--- src/rtl/cp0_regfile_pkg.sv ---
// Shared CP0 definitions: register numbers, bit-field positions and ExcCode values.
package cp0_regfile_pkg;

    localparam logic [4:0] RegBadVAddr = 5'd8;
    localparam logic [4:0] RegCount    = 5'd9;
    localparam logic [4:0] RegCompare  = 5'd11;
    localparam logic [4:0] RegStatus   = 5'd12;
    localparam logic [4:0] RegCause    = 5'd13;
    localparam logic [4:0] RegEpc      = 5'd14;

    localparam int unsigned StatusIeBit  = 0;
    localparam int unsigned StatusExlBit = 1;
    localparam int unsigned StatusImLo   = 8;
    localparam int unsigned StatusImHi   = 15;
    localparam int unsigned StatusBevBit = 22;

    localparam int unsigned CauseExcLo = 2;
    localparam int unsigned CauseExcHi = 6;
    localparam int unsigned CauseIpLo  = 8;
    localparam int unsigned CauseIpHi  = 15;
    localparam int unsigned CauseTiBit = 30;
    localparam int unsigned CauseBdBit = 31;

    typedef enum logic [4:0] {
        ExcInt  = 5'h00,
        ExcMod  = 5'h01,
        ExcTlbl = 5'h02,
        ExcTlbs = 5'h03,
        ExcAdel = 5'h04,
        ExcAdes = 5'h05,
        ExcSys  = 5'h08,
        ExcBp   = 5'h09,
        ExcRi   = 5'h0a,
        ExcOv   = 5'h0c
    } exc_code_e;

    function automatic logic is_addr_exc(input logic [4:0] code);
        return (code == ExcAdel) || (code == ExcAdes);
    endfunction

endpackage

--- src/rtl/cp0_timer.sv ---
// CP0 Count/Compare timer: Count advances every second cycle, TI is sticky until Compare is written.
module cp0_timer (
    input  logic        clk_i,
    input  logic        rst_i,
    input  logic        count_we_i,
    input  logic        compare_we_i,
    input  logic [31:0] wdata_i,
    output logic [31:0] count_o,
    output logic [31:0] compare_o,
    output logic        ti_o,
    output logic        ti_next_o
);

    logic        tick_q, tick_d;
    logic [31:0] count_q, count_d;
    logic [31:0] compare_q, compare_d;
    logic        ti_q, ti_d;

    always_comb begin
        tick_d    = ~tick_q;
        count_d   = count_q;
        compare_d = compare_q;
        ti_d      = ti_q;
        if (count_we_i) begin
            count_d = wdata_i;
        end else if (tick_q) begin
            count_d = count_q + 32'd1;
        end
        if (compare_we_i) begin
            compare_d = wdata_i;
        end
        // A Compare write clears TI even if the match fires in the same cycle.
        if (compare_we_i) begin
            ti_d = 1'b0;
        end else if (count_q == compare_q) begin
            ti_d = 1'b1;
        end
    end

    always_ff @(posedge clk_i) begin
        if (rst_i) begin
            tick_q    <= 1'b0;
            count_q   <= 32'd0;
            compare_q <= 32'd0;
            ti_q      <= 1'b0;
        end else begin
            tick_q    <= tick_d;
            count_q   <= count_d;
            compare_q <= compare_d;
            ti_q      <= ti_d;
        end
    end

    assign count_o   = count_q;
    assign compare_o = compare_q;
    assign ti_o      = ti_q;
    assign ti_next_o = ti_d;

endmodule

--- src/rtl/cp0_regfile.sv ---
// CP0 register file: Status, Cause, EPC, BadVAddr plus the Count/Compare timer.
module cp0_regfile
    import cp0_regfile_pkg::*;
(
    input  logic        clk,
    input  logic        rst,
    input  logic        we,
    input  logic [4:0]  waddr,
    input  logic [31:0] wdata,
    input  logic [4:0]  raddr,
    output logic [31:0] rdata,
    input  logic [5:0]  ext_int,
    input  logic        except_valid,
    input  logic [4:0]  exc_code,
    input  logic [31:0] except_pc,
    input  logic        in_delayslot,
    input  logic [31:0] bad_vaddr,
    input  logic        eret,
    output logic [31:0] cp0_status,
    output logic [31:0] cp0_cause,
    output logic [31:0] cp0_epc,
    output logic        timer_int
);

    logic [7:0]  im_q, im_d;
    logic        exl_q, exl_d;
    logic        ie_q, ie_d;
    logic        bd_q, bd_d;
    logic [5:0]  ip_hw_q, ip_hw_d;
    logic [1:0]  ip_sw_q, ip_sw_d;
    logic [4:0]  exc_code_q, exc_code_d;
    logic [31:0] epc_q, epc_d;
    logic [31:0] badvaddr_q, badvaddr_d;

    logic [31:0] count, compare;
    logic        ti, ti_next;
    logic        wr_status, wr_cause, wr_epc;

    cp0_timer u_timer (
        .clk_i        (clk),
        .rst_i        (rst),
        .count_we_i   (we && (waddr == RegCount)),
        .compare_we_i (we && (waddr == RegCompare)),
        .wdata_i      (wdata),
        .count_o      (count),
        .compare_o    (compare),
        .ti_o         (ti),
        .ti_next_o    (ti_next)
    );

    // An exception owns Status/Cause/EPC this cycle and ERET owns Status; MTC0 to those drops.
    assign wr_status = we && (waddr == RegStatus) && !except_valid && !eret;
    assign wr_cause  = we && (waddr == RegCause) && !except_valid;
    assign wr_epc    = we && (waddr == RegEpc) && !except_valid;

    always_comb begin
        im_d       = im_q;
        exl_d      = exl_q;
        ie_d       = ie_q;
        bd_d       = bd_q;
        ip_sw_d    = ip_sw_q;
        exc_code_d = exc_code_q;
        epc_d      = epc_q;
        badvaddr_d = badvaddr_q;
        ip_hw_d    = {ext_int[5] | ti_next, ext_int[4:0]};

        if (wr_status) begin
            im_d  = wdata[StatusImHi:StatusImLo];
            exl_d = wdata[StatusExlBit];
            ie_d  = wdata[StatusIeBit];
        end
        if (wr_cause) begin
            ip_sw_d = wdata[CauseIpLo+1:CauseIpLo];
        end
        if (wr_epc) begin
            epc_d = wdata;
        end

        if (except_valid) begin
            exc_code_d = exc_code;
            if (!exl_q) begin
                epc_d = in_delayslot ? except_pc - 32'd4 : except_pc;
                bd_d  = in_delayslot;
                exl_d = 1'b1;
            end
            if (is_addr_exc(exc_code)) begin
                badvaddr_d = bad_vaddr;
            end
        end else if (eret) begin
            exl_d = 1'b0;
        end
    end

    always_ff @(posedge clk) begin
        if (rst) begin
            im_q       <= 8'd0;
            exl_q      <= 1'b0;
            ie_q       <= 1'b0;
            bd_q       <= 1'b0;
            ip_hw_q    <= 6'd0;
            ip_sw_q    <= 2'd0;
            exc_code_q <= 5'd0;
            epc_q      <= 32'd0;
            badvaddr_q <= 32'd0;
        end else begin
            im_q       <= im_d;
            exl_q      <= exl_d;
            ie_q       <= ie_d;
            bd_q       <= bd_d;
            ip_hw_q    <= ip_hw_d;
            ip_sw_q    <= ip_sw_d;
            exc_code_q <= exc_code_d;
            epc_q      <= epc_d;
            badvaddr_q <= badvaddr_d;
        end
    end

    assign cp0_status = {9'd0, 1'b1, 6'd0, im_q, 6'd0, exl_q, ie_q};
    assign cp0_cause  = {bd_q, ti, 14'd0, ip_hw_q, ip_sw_q, 1'b0, exc_code_q, 2'b00};
    assign cp0_epc    = epc_q;
    assign timer_int  = ti;

    always_comb begin
        rdata = 32'd0;
        case (raddr)
            RegBadVAddr: rdata = badvaddr_q;
            RegCount:    rdata = count;
            RegCompare:  rdata = compare;
            RegStatus:   rdata = cp0_status;
            RegCause:    rdata = cp0_cause;
            RegEpc:      rdata = epc_q;
            default:     rdata = 32'd0;
        endcase
    end

endmodule
--- config.mk ---
export PLATFORM = sky130hd
export DESIGN_NAME = cp0_regfile
export DESIGN_NICKNAME = d
export VERILOG_FILES = /design/src/rtl/cp0_regfile_pkg.sv /design/src/rtl/cp0_timer.sv /design/src/rtl/cp0_regfile.sv
export SDC_FILE = /design/constraint.sdc
export NUM_CORES = 1
export LEC_CHECK = 0
export ABC_AREA = 1
export CAP_MARGIN = 20
export CORE_MARGIN = 2
export CORE_UTILIZATION = 45
export CTS_CLUSTER_SIZE = 16
export DETAILED_ROUTE_END_ITERATION = 6
export HOLD_SLACK_MARGIN = 0.03
export PLACE_DENSITY = 0.75
export SLEW_MARGIN = 15
export SYNTH_ARGS = -nofsm -noshare
export SYNTH_HDL_FRONTEND = slang
export SYNTH_SLANG_ARGS = --single-unit
export TNS_END_PERCENT = 1
--- constraint.sdc ---
create_clock -name clk -period 4.34 [get_ports clk]
set_clock_uncertainty 0.2 [all_clocks]
set_input_delay 0.868 -clock clk [delete_from_list [all_inputs] [get_ports clk]]
set_output_delay 0.868 -clock clk [all_outputs]
set_load 0.05 [all_outputs]
* Word level (Yosys, flattened, before mapping) *
Cells that the tools add are included.

storage, ports and cells
  register bits = 154
  bits in latches = 0
  memory bits (writable) = 0
  ROM bits = 0
  input port bits = 123
  output and inout bits = 129
  logic and storage cells = 60
  memories kept = 0

operators by class
  add/sub/neg operators = 2
  multipliers = 0
  div/mod/pow operators = 0
  $lt $le $gt $ge = 0
  equal/unequal tests = 14
  shift operators = 0
  mux-type cells = 13
  bitwise operators = 3
  reductions and logical operators = 15

operator list
  kind                                                number
  two-way mux 32 bit                                  6
  case mux 32 bit (6 select lines)                    1
  == test 5 x 4 -> 1 bit, second input constant       11
  adder 32 x 1 -> 32 bit, second input constant       1
  == test 32 bit                                      1
  subtractor 32 x 3 -> 32 bit, second input constant  1
  == test 5 x 3 -> 1 bit, second input constant       2
  logical AND 1 bit                                   9
  two-way mux 1 bit                                   6
  AND reduction 2 bit                                 2
  logical NOT 1 bit                                   2
  NOT 1 bit                                           2
  nonzero test 2 bit                                  1
  logical OR 1 bit                                    1
  bitwise OR 1 bit                                    1

* Longest topological paths before layout *
Gate-level depths: netlist (run 1).

  word-level depth = 7
  mapped depth = 11
  depth with buffers taken out = 11

* Cells and area by module *
From an unflattened synthesis (run 1), not the netlist that was laid out.

second synthesis, totals
  cells, all modules = 1492
  area total of the unflattened synthesis = 9439.1 um^2

modules (own cells, without submodules)
  module       times used  cells each  area an instance (um^2)  sequential area each (um^2)
  cp0_regfile  1           899         5627.9                   1761.7
  cp0_timer    1           593         3811.2                   1321.3

* Worst setup path after synthesis (run 1) *
Ideal clock, no wire load.

  path kind = input to output
  from = input port raddr[4]
  to = output port rdata[0]
  arrival time = 2248 ps
  data required time = 3272 ps
  setup slack = 1024 ps
  stages on the path = 6
  buffers on the path = 1
  path through = inv_1 -> nand3b_1 -> inv_2 -> nand2_1 -> buf_2 -> o2111ai_1

on the way
  longest elaborated chain between the ends = 2
  elaborated cells between the ends (all ways) = 7
  classes of those cells = eq/ne (6); mux (1)

RTL lines
  element                             line                text
  start, declared                     cp0_regfile.sv:10   input logic [4:0] raddr,
  == test 5 x 4 -> 1 bit              cp0_regfile.sv:125  case (raddr)
  case mux 32 bit (6 select lines) *  cp0_regfile.sv:125
  end, declared                       cp0_regfile.sv:11   output logic [31:0] rdata,

Mark *: on every way between the ends. The rest lies on a longest branch, timed or not.

* Final worst setup path (run 1) *
  from = input port raddr[3]
  to = output port rdata[12]

Same word-level chain as after synthesis.

==> impl_metrics.ini, run 1 <==
[timing]
fmaxAchievable_ghz = 0.2624
timing.slew.headroom = 0.4086
grt_setup_unrepaired = no
setup_viol = 0
fin_tns_setup_ns = 0
max_slew.worst_pin.slew_ns = 0.8858
final_critical_path_setup_slack_ns = 0.5284
timing.final.max_slew_violations = 0
final.period_utilization = 0.8783
final_period_minus_worst_setup_slack_ns = 3.812
final_hold_viol_count = 0

[synthesis]
yosys.cell_types.count = 45
yosysSeqAreaShare = 0.3250
yosysTopAreaCell = sky130_fd_sc_hd__dfxtp_1
synth-seq-cells = 154
synthesis.yosys.warnings = 0
synth_async_sr_flop_share = 0
synth_top_flop_cell = sky130_fd_sc_hd__dfxtp_1
per_instance_average_area_after_synthesis_sq_um = 6.320
synthTopCellsByArea = sky130_fd_sc_hd__dfxtp_1 (32%), sky130_fd_sc_hd__nand2_1 (14%), sky130_fd_sc_hd__nor2_1 (7.5%)
synth_edf_count = 0
syn_area_sq_um = 9487
netlist_instances = 1501
yosys.area.top_type_share = 0.3250

[grt]
grt_pass1_vias = 9980
grt_antenna_before_repair = 1
grt_start_max_net_pins = 66
grt_pass1_wl_um = 56100
grt_usage = 0.3287
grt_remaining_overflow = 0

[critical_path]
setup.worst_path.class = primary input to output port
cp_data_required_time_ns = 3.27
critPathArrivalTime_ns = 2.74
critical_path.startpoint_type = primary input
critical_path.endpoint_type = output port
crit_fanout = 16

[placed_design]
dpl.hpwl_um = 28500
gp_congestion = 0.9672
place_worst_setup_slack_ns = 0.5857
placement.io_buffers = 212

[drt]
vias_per_cell = 5.574
drt_pass1_iterations = 6
postRouteWirelength_um = 36820
detailedRoute.firstIterationViolations = 1367
vias = 10976
final_antenna_net_count = 0
post-route-drc-count = 0
avgRoutedWirePerCell_um = 18.70

[clock_tree]
cts.sink_count = 154
cts_hold_repair.buffers = 0
clockBufferDepth = 2
cts.repair.resized = 0
clkSlewWorstSetupHoldPaths_ns = 0.06
cts.htree.levels = 4
cts_post_setup_buffers_inserted = 0
clockRootBuffer = sky130_fd_sc_hd__clkbuf_16
cts_buffers = 17
clkLatencyLatePin_ns = 0.43
clock_tree_from_tritoncts = done

[layout]
net_total_in_the_final_layout = 1804
register_area_sq_um = 3083
multiInputGateArea_sq_um = 5195
layout-drive-gt1-share = 0.07742
area.growth.synth_to_final_pct = 32.08
fill_cells = 1998

[outcome]
run_status = completed

[die]
fp.dieArea_sq_um = 22260
floorplan.io_pins = 252
initial_utilization = 0.4556
dieHeight_um = 149.2
core_sq_um = 20820
num_rows = 53
die_w_um = 149.2

[flow_run]
cap_violations = 0

[power]
power.density_nw_per_um2 = 301.4
vdd_ir_drop_max_mv = 0.2261
power_leakage_nw = 5.053

[worst_hold_path]
min_path_type = flip-flop to flip-flop
[cell usage in the layout (no fill, tap or decap), types with 25 or more instances in the layout]
cell type / netlist / layout
sky130_fd_sc_hd__dfxtp_1: 154 / 154
sky130_fd_sc_hd__nor2_1: 190 / 190
sky130_fd_sc_hd__nand2_1: 353 / 353
sky130_fd_sc_hd__a22oi_1: 25 / 25
sky130_fd_sc_hd__clkdlybuf4s50_1: 0 / 180
sky130_fd_sc_hd__buf_12: 0 / 33
sky130_fd_sc_hd__inv_1: 174 / 174
sky130_fd_sc_hd__a21oi_1: 94 / 94
sky130_fd_sc_hd__nand3_1: 98 / 98
sky130_fd_sc_hd__o21ai_0: 127 / 127
sky130_fd_sc_hd__nand4_1: 30 / 30
sky130_fd_sc_hd__conb_1: 2 / 39
[cell usage after synthesis, drive strengths merged (22+ instances only)]
master / count
a21oi: 95
a22oi: 25
buf: 75
clkbuf: 33
dfxtp: 154
inv: 185
nand2: 358
nand3: 102
nand4: 32
nor2: 212
o211ai: 22
o21ai: 133
[where the power goes]
part | switching (W) | total, W | internal [W]
clock | 0.000629 | 0.00150 | 0.000869
combinational | 0.000491 | 0.000749 | 0.000258
sequential | 0.0000631 | 0.00153 | 0.00147
total | 0.00118 | 0.00378 | 0.00259
[registers in the layout (all words and copies together), names as in the netlist, 2 cells and up]
register / flops
ip_hw_q: 6
ip_sw_q: 2
u_timer.count_o: 32
u_timer.compare_o: 32
im_q: 8
cp0_epc: 32
badvaddr_q: 32
exc_code_q: 5
[metal layers]
| metal | global-route usage | part of all wire |
|---|---|---|
| met5 | 0 | 0 |
| met4 | 0.1243 | 0.034 |
| met3 | 0.04924 | 0.10 |
| met2 | 0.4968 | 0.43 |
| met1 | 0.4723 | 0.43 |
[through the flow]
stage	std cells	hold WS, ns	area, sq um	utilization	power, W
2_1_floorplan	1538	0.2371	9625	-	0.001996
3_3_place_gp	1934	0.2597	11910	0.5721	0.002287
3_5_place_dp	1934	0.2650	11910	0.5721	0.002291
4_1_cts	1966	0.2743	12500	0.6002	0.003764
5_1_grt	1968	0.3028	12530	0.6016	0.003888
6_report	1969	0.2767	12530	0.6017	0.003776
[kinds of logic after synthesis]
group	Yosys count	synth area share
AOI/OAI and AO/OA	307	0.1840
xor gates and xnor gates	19	0.01754
DFF	154	0.3250
other	2	0.0007916
buffers and inverters	296	0.1420
and+or+nand+nor	721	0.3280
adders and majority gates	2	0.002637
[final cells by class]
class	instances	share of cell area
multi-input cells	1088	0.4146
well taps	275	0.02746
clock inverters	12	0.01098
flip-flops and latches	154	0.2461
repair buffers	230	0.2083
clock buffers	20	0.03565
inverters	188	0.05652
diodes	2	0.0003994
[worst max-delay path: stages]
cell                              delay [ns]
sky130_fd_sc_hd__clkdlybuf4s50_1        0.42
sky130_fd_sc_hd__nand2_1                0.07
sky130_fd_sc_hd__clkinv_1               0.07
sky130_fd_sc_hd__buf_4                  0.20
sky130_fd_sc_hd__nand3_1                0.10
sky130_fd_sc_hd__inv_1                  0.18
sky130_fd_sc_hd__o2bb2ai_1              0.18
sky130_fd_sc_hd__a21oi_1                0.19
sky130_fd_sc_hd__nand4_1                0.24
sky130_fd_sc_hd__buf_12                 0.23
[worst paths after layout]
| kind | to | cells past startpoint | startpoint | slack [ns] |
|---|---|---|---|---|
| setup / recovery | rdata[12] | 10 | raddr[3] | 0.53 |
| hold / removal | u_timer.tick_q$_SDFF_PP0_ | 1 | u_timer.tick_q$_SDFF_PP0_ | 0.28 |
| setup reg to reg | u_timer.count_o[26]$_SDFFE_PP0P_ | 10 | u_timer.count_o[0]$_SDFFE_PP0P_ | 2.13 |
| hold reg to reg | u_timer.tick_q$_SDFF_PP0_ | 1 | u_timer.tick_q$_SDFF_PP0_ | 0.28 |
Power figures use the tool's default switching activity.
==> run 2: changes to the inputs <==
--- a/config.mk
+++ b/config.mk
@@ -8,11 +8,11 @@
 export ABC_AREA = 1
 export CAP_MARGIN = 20
 export CORE_MARGIN = 2
-export CORE_UTILIZATION = 45
+export CORE_UTILIZATION = 44
 export CTS_CLUSTER_SIZE = 16
 export DETAILED_ROUTE_END_ITERATION = 6
 export HOLD_SLACK_MARGIN = 0.03
-export PLACE_DENSITY = 0.75
+export PLACE_DENSITY = 0.74
 export SLEW_MARGIN = 15
 export SYNTH_ARGS = -nofsm -noshare
 export SYNTH_HDL_FRONTEND = slang
==> run 2 against run 1 <==
  * Clock power barely moved
  * Flip-flop and latch count stayed put
  * Sequential share of layout area increased by 0.099 points
  * Highest routed layer unchanged
==> impl_metrics.ini, run 2 (synthesis results as in run 1) <==
[timing]
max_slew.worst_pin.slew_ns = 0.9222
final_period_minus_worst_setup_slack_ns = 3.989
fmaxAchievable_ghz = 0.2507
setup_viol = 0
timing.final.max_slew_violations = 0
grt_setup_unrepaired = no
final_hold_viol_count = 0
final.period_utilization = 0.9191
timing.slew.headroom = 0.3845
fin_tns_setup_ns = 0

[die]
floorplan.io_pins = 252
fp.dieArea_sq_um = 22750
core_sq_um = 21090
dieHeight_um = 150.8
num_rows = 53
initial_utilization = 0.4499
die_w_um = 150.8

[critical_path]
cp_data_required_time_ns = 3.27
critical_path.endpoint_type = output port
critical_path.startpoint_type = primary input
cp-startpoint = raddr[1]
critical_path.reg2reg.startpoint = u_timer.count_o[0]$_SDFFE_PP0P_
critPathArrivalTime_ns = 2.92
setup.worst_path.class = primary input to output port
ff2ff_setup_slack_ns = 2.27
crit_fanout = 16

[clock_tree]
cts_buffers = 17
cts.repair.resized = 0
clkLatencyLatePin_ns = 0.44
clock_tree_from_tritoncts = done
cts.htree.levels = 4
cts_post_setup_buffers_inserted = 0
clockRootBuffer = sky130_fd_sc_hd__clkbuf_16
cts.sink_count = 154
cts_hold_repair.buffers = 0
clockBufferDepth = 2
clkSlewWorstSetupHoldPaths_ns = 0.06

[drt]
avgRoutedWirePerCell_um = 18.48
vias_per_cell = 5.471
post-route-drc-count = 0
postRouteWirelength_um = 36320
final_antenna_net_count = 0
vias = 10750
detailedRoute.firstIterationViolations = 1008
drt_pass1_iterations = 5

[grt]
grt_start_max_net_pins = 69
grt_pass1_vias = 9909
grt_remaining_overflow = 0
grt_usage = 0.3195
grt_pass1_wl_um = 55380
grt_antenna_before_repair = 0

[layout]
commonest_cells_after_routing_fill_and_taps_aside = sky130_fd_sc_hd__nand2_1 (353), sky130_fd_sc_hd__nor2_1 (190), sky130_fd_sc_hd__clkdlybuf4s50_1 (180)
area.growth.synth_to_final_pct = 31.55
most_common_library_cell_in_the_layout_ignoring_fill_and_taps = sky130_fd_sc_hd__nand2_1
fill_cells = 2053
antenna_cells = 0
fin_cells = 1965
net_total_in_the_final_layout = 1802
layout-drive-gt1-share = 0.07751

[power]
power.density_nw_per_um2 = 304.4
vdd_ir_drop_max_mv = 0.2326
power_leakage_nw = 5.033

[placed_design]
numPlacedInstances = 1933
placement.io_buffers = 212
dpl.hpwl_um = 28290
gp_congestion = 0.9524

[outcome]
run_status = completed

[flow_run]
cap_violations = 0

[worst_hold_path]
hold_start = u_timer.compare_o[22]$_SDFFE_PP0P_
min_path_type = flip-flop to flip-flop
-- run 2: cell types whose count changed in the layout (fill, tap and decap cells not counted), moves of 2 or more --
cell,delta
sky130_fd_sc_hd__clkbuf_1,-2
sky130_fd_sc_hd__clkinv_4,-2
sky130_fd_sc_hd__inv_6,+2
sky130_fd_sc_hd__diode_2,-2
-- run 2: cell type report --
type / instances / area (sq um) / area share
inverters: 188 / 708.2 / 0.05675
well taps: 275 / 344.1 / 0.02757
clock inverters: 15 / 161.4 / 0.01293
multi-input cells: 1088 / 5195 / 0.4163
repair buffers: 228 / 2562 / 0.2053
clock buffers: 17 / 425.4 / 0.03409
flip-flops and latches: 154 / 3083 / 0.2470
-- run 2: power by group --
part | switching [W] | leakage, nW | internal, W | total, W
combinational | 0.000479 | 3.50 | 0.000256 | 0.000734
clock | 0.000669 | 0.283 | 0.000858 | 0.00153
sequential | 0.0000717 | 1.25 | 0.00147 | 0.00154
total | 0.00122 | 5.03 | 0.00258 | 0.00380
-- run 2: worst paths after layout --
check / endpoint / cells past startpoint
min reg2reg: u_timer.compare_o[22]$_SDFFE_PP0P_ / 2
max: rdata[17] / 7
max reg2reg: u_timer.count_o[16]$_SDFFE_PP0P_ / 8
min: u_timer.compare_o[22]$_SDFFE_PP0P_ / 2
-- run 2: metrics by stage --
step | hold WS (ns) | worst slack, ns | total power [W] | cell area (sq um) | utilization
detailed placement | 0.2780 | 0.4118 | 0.002293 | 11890 | 0.5640
finish | 0.2894 | 0.3512 | 0.003798 | 12480 | 0.5918
global route | 0.3150 | 0.2916 | 0.003915 | 12480 | 0.5918
global placement | 0.2675 | 0.4341 | 0.002291 | 11890 | 0.5640
CTS | 0.2871 | 0.4078 | 0.003793 | 12480 | 0.5918
floorplan | 0.2371 | 1.024 | 0.001996 | 9625 | -
-- run 2: worst max-delay path: stages --
cell                              delay [ns]
sky130_fd_sc_hd__clkdlybuf4s50_1        0.46
sky130_fd_sc_hd__nand3b_1               0.19
sky130_fd_sc_hd__inv_2                  0.22
sky130_fd_sc_hd__nand2_1                0.34
sky130_fd_sc_hd__buf_4                  0.32
sky130_fd_sc_hd__o211ai_1               0.33
sky130_fd_sc_hd__buf_12                 0.19
-- run 2: per-layer routing --
layer	GRT usage	share of wire
met4	0.1523	0.050
met3	0.07651	0.093
met5	0	0
met2	0.5105	0.45
met1	0.4064	0.41
==> run 3: changes to the inputs <==
--- a/config.mk
+++ b/config.mk
@@ -7,6 +7,7 @@
 export LEC_CHECK = 0
 export ABC_AREA = 1
 export CAP_MARGIN = 20
+export CORE_ASPECT_RATIO = 1.4
 export CORE_MARGIN = 2
 export CORE_UTILIZATION = 44
 export CTS_CLUSTER_SIZE = 16
==> run 3 against run 2 <==
  * Clock power rose by 5%
  * Count of clock-buffer cells in the layout rose by 3
  * Power rose by 2.2%
  * Final area rose by 0.63%
  * First-iteration DRC count rose by 27%
  * Worst hold slack improved by 0.0056 ns
  * Critical path type unchanged
==> impl_metrics.ini, run 3 (synthesis results as in run 1) <==
[timing]
fmaxAchievable_ghz = 0.2577
final_hold_viol_count = 0
fin_tns_setup_ns = 0
timing.slew.headroom = 0.4038
grt_setup_unrepaired = no
timing.hold.ws_ns = 0.2950
max_slew.worst_pin.slew_ns = 0.8933
timing.final.max_slew_violations = 0
final.period_utilization = 0.8942
final_period_minus_worst_setup_slack_ns = 3.881
setup_viol = 0
final_critical_path_setup_slack_ns = 0.4593

[drt]
drt_pass1_iterations = 6
avgRoutedWirePerCell_um = 19.31
postRouteWirelength_um = 37680
vias = 10886
vias_per_cell = 5.580
detailedRoute.firstIterationViolations = 1278
post-route-drc-count = 0
final_antenna_net_count = 0

[clock_tree]
clkSlewWorstSetupHoldPaths_ns = 0.07
cts.repair.resized = 0
clockBufferDepth = 2
cts_hold_repair.buffers = 0
cts.htree.levels = 4
clockRootBuffer = sky130_fd_sc_hd__clkbuf_16
cts.sink_count = 154
cts_buffers = 17
cts_post_setup_buffers_inserted = 0
clock_tree_from_tritoncts = done
clkLatencyLatePin_ns = 0.44

[flow_run]
cap_violations = 0

[critical_path]
cp_data_required_time_ns = 3.27
crit_chain = clkdlybuf4s50_1 > inv_1 > nor2_1 > inv_1 > nor2_2 > inv_1 > o2bb2ai_1 > a21oi_1 > nand4_1 > buf_12
critical_path.endpoint_type = output port
critPathMaxStageDelay_ns = 0.49
setup.worst_path.class = primary input to output port
cp_common_cell = sky130_fd_sc_hd__inv_1
critical_path.slowest_cell = sky130_fd_sc_hd__clkdlybuf4s50_1
critical_path_buf_inv_count = 5
crit_family = buffers and inverters
critical_path.startpoint_type = primary input
ff2ff_setup_slack_ns = 2.00
critPathArrivalTime_ns = 2.81
crit_fanout = 8

[die]
floorplan.io_pins = 252
fp.dieArea_sq_um = 22770
dieHeight_um = 177.7
initial_utilization = 0.4474
die_w_um = 128.1
core_sq_um = 21200
num_rows = 63

[layout]
antenna_cells = 0
commonest_cells_after_routing_fill_and_taps_aside = sky130_fd_sc_hd__nand2_1 (353), sky130_fd_sc_hd__nor2_1 (190), sky130_fd_sc_hd__clkdlybuf4s50_1 (180)
multiInputGateArea_sq_um = 5195
area.growth.synth_to_final_pct = 32.38
register_area_sq_um = 3083
fin_cells = 1951
net_total_in_the_final_layout = 1803
layout-drive-gt1-share = 0.07747
most_common_library_cell_in_the_layout_ignoring_fill_and_taps = sky130_fd_sc_hd__nand2_1
fill_cells = 2032

[power]
power.density_nw_per_um2 = 309.1
final_total_power_w = 0.003882
vdd_ir_drop_max_mv = 0.2727
power_leakage_nw = 5.072

[grt]
grt_usage = 0.3305
grt_start_max_net_pins = 116
use_met3 = 0.04582
met2_usage = 0.5301
grt.met1_usage = 0.4386
grt_antenna_before_repair = 0
grt_pass1_vias = 9991
grt_remaining_overflow = 0
globalRoute.busiestLayer = met2
grt_pass1_wl_um = 57300

[placed_design]
placement.io_buffers = 212
numPlacedInstances = 1918
place_worst_setup_slack_ns = 0.4961
gp_congestion = 0.9566
dpl.hpwl_um = 29270

[worst_hold_path]
min_path_type = flip-flop to flip-flop

[outcome]
run_status = completed
==> run 3: path summary, 6_finish.rpt <==
path,from,to,cells past startpoint
worst max-delay path,raddr[3],rdata[12],10
worst min-delay path,u_timer.tick_q$_SDFF_PP0_,u_timer.tick_q$_SDFF_PP0_,1
worst max register to register,u_timer.count_o[0]$_SDFFE_PP0P_,u_timer.count_o[26]$_SDFFE_PP0P_,10
worst min register to register,u_timer.tick_q$_SDFF_PP0_,u_timer.tick_q$_SDFF_PP0_,1
==> run 3: where the power goes <==
group	switching (W)	total (W)	internal [W]
Combinational	0.000489	0.000748	0.000259
Sequential	0.0000627	0.00153	0.00147
Clock	0.000662	0.00161	0.000944
==> run 3: area by class of cell <==
| cell class | count | share of cell area |
|---|---|---|
| multi-input cells | 1088 | 0.4137 |
| flip-flops and latches | 154 | 0.2455 |
| clock buffers | 20 | 0.03637 |
| repair buffers | 229 | 0.2092 |
| well taps | 260 | 0.02590 |
| inverters | 188 | 0.05639 |
| clock inverters | 12 | 0.01295 |
==> run 3: metrics by stage <==
step,area (sq um),utilization
6_report,12560,0.5923
3_3_place_gp,11910,0.5618
5_1_grt,12560,0.5923
2_1_floorplan,9625,-
4_1_cts,12530,0.5910
3_5_place_dp,11910,0.5618
==> run 3: routing by layer <==
| layer | share of wire | up-vias |
|---|---|---|
| met1 | 0.41 | 5055 |
| met3 | 0.074 | 88 |
| met2 | 0.47 | 576 |
| met4 | 0.043 | 0 |
| li1 | - | 5167 |
| met5 | 0 | - |
